===== src/rtl/instruction_fetch.sv =====
// Instruction fetch stage: requests the word at pc each CPU cycle, waits for the
// memory ack (or times out at the end of phase 3), then decodes jump/branch control.
module instruction_fetch (
  input  logic        clk,
  input  logic        rst_n,
  input  logic [15:0] pc,
  input  logic [2:0]  state,
  output logic        imem_req,
  output logic [15:0] imem_addr,
  input  logic        imem_ack,
  input  logic [15:0] imem_rdata,
  output logic [15:0] instr,
  output logic        jump,
  output logic        beq,
  output logic        bne,
  output logic [15:0] address,
  output logic        fetch_fault
);

  typedef enum logic [1:0] {IDLE = 2'd0, WAIT = 2'd1, HAVE = 2'd2} fsm_t;

  fsm_t        r_fsm, w_fsm_nxt;
  logic        r_req, r_fault, r_jump, r_beq, r_bne;
  logic [15:0] r_addr, r_instr, r_target;
  logic        w_ph_ok, w_ack, w_start, w_timeout, w_dec_en;
  logic [15:0] w_cur, w_imm_sx, w_tgt;
  logic [3:0]  w_op;

  assign w_ph_ok   = (state <= 3'd4);
  assign w_ack     = (r_fsm == WAIT) && r_req && imem_ack && w_ph_ok;
  assign w_start   = (r_fsm == IDLE) && (state == 3'd0);
  assign w_timeout = (r_fsm == WAIT) && (state == 3'd3) && !w_ack;
  // Decode sees the word that will be in instr after this edge.
  assign w_cur     = w_ack ? imem_rdata : (w_timeout ? 16'h0000 : r_instr);
  assign w_op      = w_cur[15:12];
  assign w_imm_sx  = {{4{w_cur[11]}}, w_cur[11:0]};
  assign w_dec_en  = (state == 3'd3) && (r_fsm != IDLE);

  always_comb begin
    w_tgt = 16'h0000;
    case (w_op)
      4'h1:       w_tgt = {pc[15:12], w_cur[11:0]};
      4'h2, 4'h3: w_tgt = pc + 16'd1 + w_imm_sx;
      default:    w_tgt = 16'h0000;
    endcase
  end

  always_comb begin
    w_fsm_nxt = r_fsm;
    case (r_fsm)
      IDLE:    if (w_start) w_fsm_nxt = WAIT;
      WAIT:    if (w_ack || state == 3'd3) w_fsm_nxt = HAVE;
      HAVE:    if (state == 3'd4) w_fsm_nxt = IDLE;
      default: w_fsm_nxt = IDLE;
    endcase
  end

  always_ff @(posedge clk or negedge rst_n) begin
    if (!rst_n) r_fsm <= IDLE;
    else        r_fsm <= w_fsm_nxt;
  end

  always_ff @(posedge clk or negedge rst_n) begin
    if (!rst_n) begin
      r_req    <= 1'b0;
      r_addr   <= 16'h0000;
      r_instr  <= 16'h0000;
      r_fault  <= 1'b0;
      r_jump   <= 1'b0;
      r_beq    <= 1'b0;
      r_bne    <= 1'b0;
      r_target <= 16'h0000;
    end else begin
      if (w_start) begin
        r_req   <= 1'b1;
        r_addr  <= pc;
        r_fault <= 1'b0;
      end
      if (w_ack) begin
        r_instr <= imem_rdata;
        r_req   <= 1'b0;
      end else if (w_timeout) begin
        r_instr <= 16'h0000;
        r_req   <= 1'b0;
        r_fault <= 1'b1;
      end
      if (w_dec_en) begin
        r_jump   <= (w_op == 4'h1);
        r_beq    <= (w_op == 4'h2);
        r_bne    <= (w_op == 4'h3);
        r_target <= w_tgt;
      end else if (state == 3'd4) begin
        r_jump   <= 1'b0;
        r_beq    <= 1'b0;
        r_bne    <= 1'b0;
        r_target <= 16'h0000;
      end
    end
  end

  assign imem_req    = r_req;
  assign imem_addr   = r_addr;
  assign instr       = r_instr;
  assign fetch_fault = r_fault;
  assign jump        = r_jump;
  assign beq         = r_beq;
  assign bne         = r_bne;
  assign address     = r_target;

endmodule


===== config.mk =====
export PLATFORM = sky130hd
export DESIGN_NAME = instruction_fetch
export DESIGN_NICKNAME = d
export VERILOG_FILES = /design/src/rtl/instruction_fetch.sv
export SDC_FILE = /design/constraint.sdc
export NUM_CORES = 1
export LEC_CHECK = 0
export CAP_MARGIN = 30
export CORE_MARGIN = 3
export CORE_UTILIZATION = 43
export CTS_CLUSTER_DIAMETER = 120
export DETAILED_ROUTE_END_ITERATION = 6
export PLACE_DENSITY = 0.87
export SYNTH_ARGS = -nofsm -noshare
export SYNTH_HDL_FRONTEND = slang
export SYNTH_SLANG_ARGS = --single-unit

===== constraint.sdc =====
create_clock -name clk -period 3.25 [get_ports clk]
set_input_delay 0.65 -clock clk [delete_from_list [all_inputs] [get_ports clk]]
set_output_delay 0.65 -clock clk [all_outputs]
set_load 0.03 [all_outputs]

## Yosys cells after proc, flatten, opt, wreduce, memory -nomap -nowiden

Cells that the tools add are included.

- $add $sub $neg: 2
- Order comparisons: 1
- Equal/unequal tests: 10
- Muxes and demuxes: 19
- Reduce and logical (&&, ||, !) cells: 16

Operator list:

| kind | number |
|---|---|
| 2-to-1 mux 16 bit | 4 |
| case mux 16 bit (2 select lines) | 1 |
| adder 16 x 1 -> 16 bit, second input constant | 1 |
| adder 16 bit | 1 |
| 2-to-1 mux 1 bit | 10 |
| equality test 4 x 2 -> 1 bit, second input constant | 2 |
| logical AND 1 bit | 7 |
| 2-to-1 mux 2 bit | 3 |
| case mux 2 bit (3 select lines) | 1 |
| equality test 4 x 1 -> 1 bit, second input constant | 1 |
| inequality test 2 bit, second input constant | 2 |
| nonzero test 2 bit | 2 |
| equality test 3 x 2 -> 1 bit, second input constant | 1 |
| equality test 3 bit, second input constant | 1 |
| <= comparator 3 bit, second input constant | 1 |
| zero test 3 bit | 1 |
| AND reduction 3 bit | 1 |
| nonzero test 3 bit | 1 |
| equality test 2 x 1 -> 1 bit, second input constant | 1 |
| equality test 2 bit, second input constant | 1 |
| zero test 2 bit | 1 |
| inequality test 2 x 1 -> 1 bit, second input constant | 1 |
| OR reduction 2 bit | 1 |
| zero test 1 bit | 1 |
| logical OR 1 bit | 1 |

- Flip-flop bits (word level): 55
- Bits of input ports: 38
- Output and inout bits: 53

## Longest topological paths before layout

- Word-level depth: 12
- Depth in mapped cells: 12

## Least setup slack after synthesis

OpenSTA, ideal clock, no wires.

- Kind: in2reg
- From: in imem_ack
- To: reg r_target[12] (netlist: address[12])
- Arrival time: 3.248 ns
- Data required time: 3.181 ns
- Setup slack: -0.067 ns
- Cell stages on the path: 11
- Buffers on the path: 1
- Cells stage by stage: and4b_4 > a22oi_2 > clkbuf_1 > a22o_1 > ha_1 > a21o_1 > a211o_1 > o221ai_1 > a21boi_0 > or4b_1 > nand3_1

- Elaborated cells between the ends (all ways): 13
- Those cells by class: 1 x add/sub; 3 x eq/ne; 4 x mux; 5 x reduce/logical

RTL lines:

| element | RTL line | text |
|---|---|---|
| start, declared | 10 | `input logic imem_ack,` |
| logical AND 1 bit (*) (2 in a row) | 30 | `assign w_ack = (r_fsm == WAIT) && r_req && imem_ack && w_ph_ok;` |
| zero test 1 bit | 32 | `assign w_timeout = (r_fsm == WAIT) && (state == 3'd3) && !w_ack;` |
| logical AND 1 bit | 32 |  |
| 2-to-1 mux 16 bit | -- |  |
| 2-to-1 mux 16 bit (*) | -- |  |
| via w_cur[5] | 26 | `logic [15:0] w_cur, w_imm_sx, w_tgt;` |
| adder 16 bit (*) | 43 | `4'h2, 4'h3: w_tgt = pc + 16'd1 + w_imm_sx;` |
| case mux 16 bit (2 select lines) (*) | 41 | `case (w_op)` |
| 2-to-1 mux 16 bit (*) | 87 | `if (w_dec_en) begin` |
| end signal, assigned | 91 | `r_target <= w_tgt;` |
| end, declared | 24 | `logic [15:0] r_addr, r_instr, r_target;` |

The timed path passes the listed nets; every way through them passes the cells marked *.
A chain may end at the register's enable or synchronous reset.

## Worst setup path after layout

- From: in state[2]
- To: reg r_target[14] (netlist: address[14])

- Elaborated cells between the ends (all ways): 18
- Those cells by class: 1 x add/sub; 1 x order compare; 5 x eq/ne; 4 x mux; 7 x reduce/logical

RTL lines:

| element | RTL line | text |
|---|---|---|
| start, declared | 7 | `input logic [2:0] state,` |
| <= comparator 3 bit | 29 | `assign w_ph_ok = (state <= 3'd4);` |
| logical AND 1 bit | 30 |  |
| zero test 1 bit | 32 |  |
| logical AND 1 bit | 32 |  |
| 2-to-1 mux 16 bit | -- |  |
| 2-to-1 mux 16 bit (*) | -- |  |
| via w_cur[5] | 26 |  |
| adder 16 bit (*) | 43 |  |
| case mux 16 bit (2 select lines) (*) | 41 |  |
| 2-to-1 mux 16 bit (*) | 87 |  |

Marked as above.

==> summary.txt <==
Max Cap Viol: 0
Setup Skew: 0.0103 ns
Critical Path AT: 3.43 ns
First-pass DRT Iterations: 5
GRT overflow: 0
DP Wirelength: 6710 um
# IOs: 91
setup ws final: 0.0659 ns
ANT nets after route: 0
PwrDens: 830 nW/um^2
starting DRC count in detailed routing: 185
cts hold-fix bufs: 0
vias in the first global route: 2925
DR WL/cell: 17.7 um
antenna cells: 0
worst setup path class: in -> reg
register area share after synthesis: 0.455
Peak VDD IR: 0.000430 V
vias: 2900
post-synthesis cell area: 3020 um^2
outcome: finished, final reports clean
area grow syn2layout: 52.4%
CORE AREA: 6570 um^2
Most used DFF post-synth: dfrtp_1
clock period minus worst slack: 3.18 ns
Worst-path clk slew: 0.10 ns
P_leak: 2.06 nW
crit path launch type: input port
CP endpoint kind: register
first-pass GRT wire length: 14500 um
Slew Viols, Final: 0
root buf cell: clkbuf_8
GRT Resource Usage Total: 0.220
worst slack, placed: -0.469 ns
share of cells above drive strength 1: 0.249
crit share post-route: 0.980
most frequent cells in the layout: 85 x clkdlybuf4s50_1, 54 x dfrtp_1, 54 x buf_4
input/output buffers: 90
Die Area: 8070 um^2
deepest clock path buffer count: 2
Post-synth EDFFs: 0
DR DRC count: 0
synth warn: 0
FP Rows: 29
filler cell count: 482
min-delay worst type: in -> async
Clock Sinks: 55
GPL Wtd Cong: 0.889
synthesized net count: 336
Synth Instances: 278
Synth cell types: 48
Setup Viol. Count Final: 0
asr flop ratio synth: 1.00
Die H: 89.8 um
initial antenna violation count: 0
Syn Area/Cell: 10.9 um^2
final hold violations: 0
Post-DP Area: 4350 um^2
flops & latches, synth: 55
actual slew at the worst max-slew pin: 0.741 ns
nets: 482
Finished Cell Area: 4610 um^2
worst-path maximum fanout: 4
largest net degree at the start of global routing: 56
clk_lat worst skew: 0.32 ns
slew margin rel.: 0.504
number of CTS-inserted buffers: 5
H-tree depth: 2
required time worst endpoint: 3.50 ns
commonest non-fill, non-tap cell in the layout: clkdlybuf4s50_1
Peak Freq: 0.314 GHz
final WL: 9170 um
Vias/cell: 5.60
CTS tree: built
Starting Density: 0.460
die width: 89.8 um
stage by stage:
step,cells,setup TNS [ns],util,total power (W),hold WS (ns)
5_1_grt,518,-0.0397,0.701,0.00404,0.508
3_3_place_gp,502,-2.39,0.663,0.00325,0.467
3_5_place_dp,502,-3.34,0.663,0.00332,0.470
2_1_floorplan,278,0,-,0.00234,0.354
6_report,518,0,0.701,0.00382,0.444
4_1_cts,512,0,0.682,0.00374,0.483
synth_stat cells (2+ instances only):
cell	n	share of area
nor2b_1	2	0.0041
o21ai_1	6	0.0099
a21o_1	6	0.015
o21ai_0	22	0.036
xnor2_1	5	0.014
nand2b_1	4	0.0083
buf_6	2	0.0074
a21oi_1	18	0.030
nand3b_1	2	0.0050
ha_1	19	0.079
dfrtp_1	55	0.46
a22o_1	14	0.041
clkbuf_1	4	0.0050
nor2_1	13	0.016
o221ai_1	2	0.0058
mux2_2	16	0.060
or4b_1	3	0.0099
a31oi_1	5	0.010
a211o_1	3	0.0087
o21a_1	2	0.0050
o211ai_1	3	0.0074
xor2_1	3	0.0087
nand3_1	7	0.012
a22oi_1	14	0.035
inv_1	11	0.014
a22oi_2	2	0.0083
nand2_1	14	0.017
final timing paths:
| check | start | cells past startpoint | slack (ns) | to |
|---|---|---|---|---|
| worst max-delay path | state[2] | 12 | 0.07 | address[14]$_DFFE_PN0P_ |
| worst min-delay path | rst_n | 2 | 0.44 | r_fsm[1]$_DFFE_PN0P_ |
| worst max register to register | r_fsm[1]$_DFFE_PN0P_ | 11 | 0.09 | address[14]$_DFFE_PN0P_ |
| min in group clk | jump$_DFFE_PN0P_ | 1 | 0.49 | jump$_DFFE_PN0P_ |
| worst min register to register | jump$_DFFE_PN0P_ | 1 | 0.49 | jump$_DFFE_PN0P_ |
| max in group asynchronous | rst_n | 2 | 2.32 | imem_addr[14]$_DFFE_PN0P_ |
registers in the layout (all words and copies together), names as in the netlist:
signal       count
address         16
beq              1
bne              1
fetch_fault      1
imem_addr       16
imem_req         1
instr           16
jump             1
r_fsm            2
what timing repair did:
action / in CTS / in global routing
cloned: 0 / 0
pin swaps: 5 / 10
buffers inserted: 2 / 5
resized for setup: 12 / 15
endpoints found under the setup margin: 7 / 8
kinds of logic after synthesis:
logic type	synth area share
muxes	0.0596
buffers and inverters	0.0290
and+or+nand+nor	0.104
xor gates and xnor gates	0.0232
DFF	0.455
adders and majority gates	0.0853
AOI/OAI and AO/OA	0.244
report_power, final:
| group | internal (W) | switching [W] |
|---|---|---|
| Combinational | 0.00112 | 0.00124 |
| Sequential | 0.000921 | 0.000160 |
| Clock | 0.000151 | 0.000226 |
area by class of cell:
cell class / instances / area (um^2) / share of cell area
Inverter: 12 / 45.0 / 0.00978
Multi-Input combinational cell: 204 / 1650 / 0.358
Timing Repair Buffer: 146 / 1330 / 0.289
Sequential cell: 55 / 1380 / 0.299
Clock inverter: 2 / 12.5 / 0.00272
Clock buffer: 6 / 72.6 / 0.0158
Tap cell: 93 / 116 / 0.0253
per-layer routing:
layer	vias up	part of all wire	track usage
li1	1346	-	-
met1	1416	0.40	0.267
met2	124	0.51	0.387
met3	14	0.065	0.0518
met4	0	0.017	0.0677
met5	-	0	0
critical path: stages:
cell	delay [ns]
dlygate4sd2_1	0.28
and3b_1	0.27
a22oi_2	0.10
buf_4	0.17
a22o_4	0.23
ha_4	0.24
a21o_1	0.19
a211o_1	0.31
o221ai_2	0.21
a31oi_2	0.14
or4b_1	0.54
nand3_1	0.10
Power figures use the tool's default switching activity.
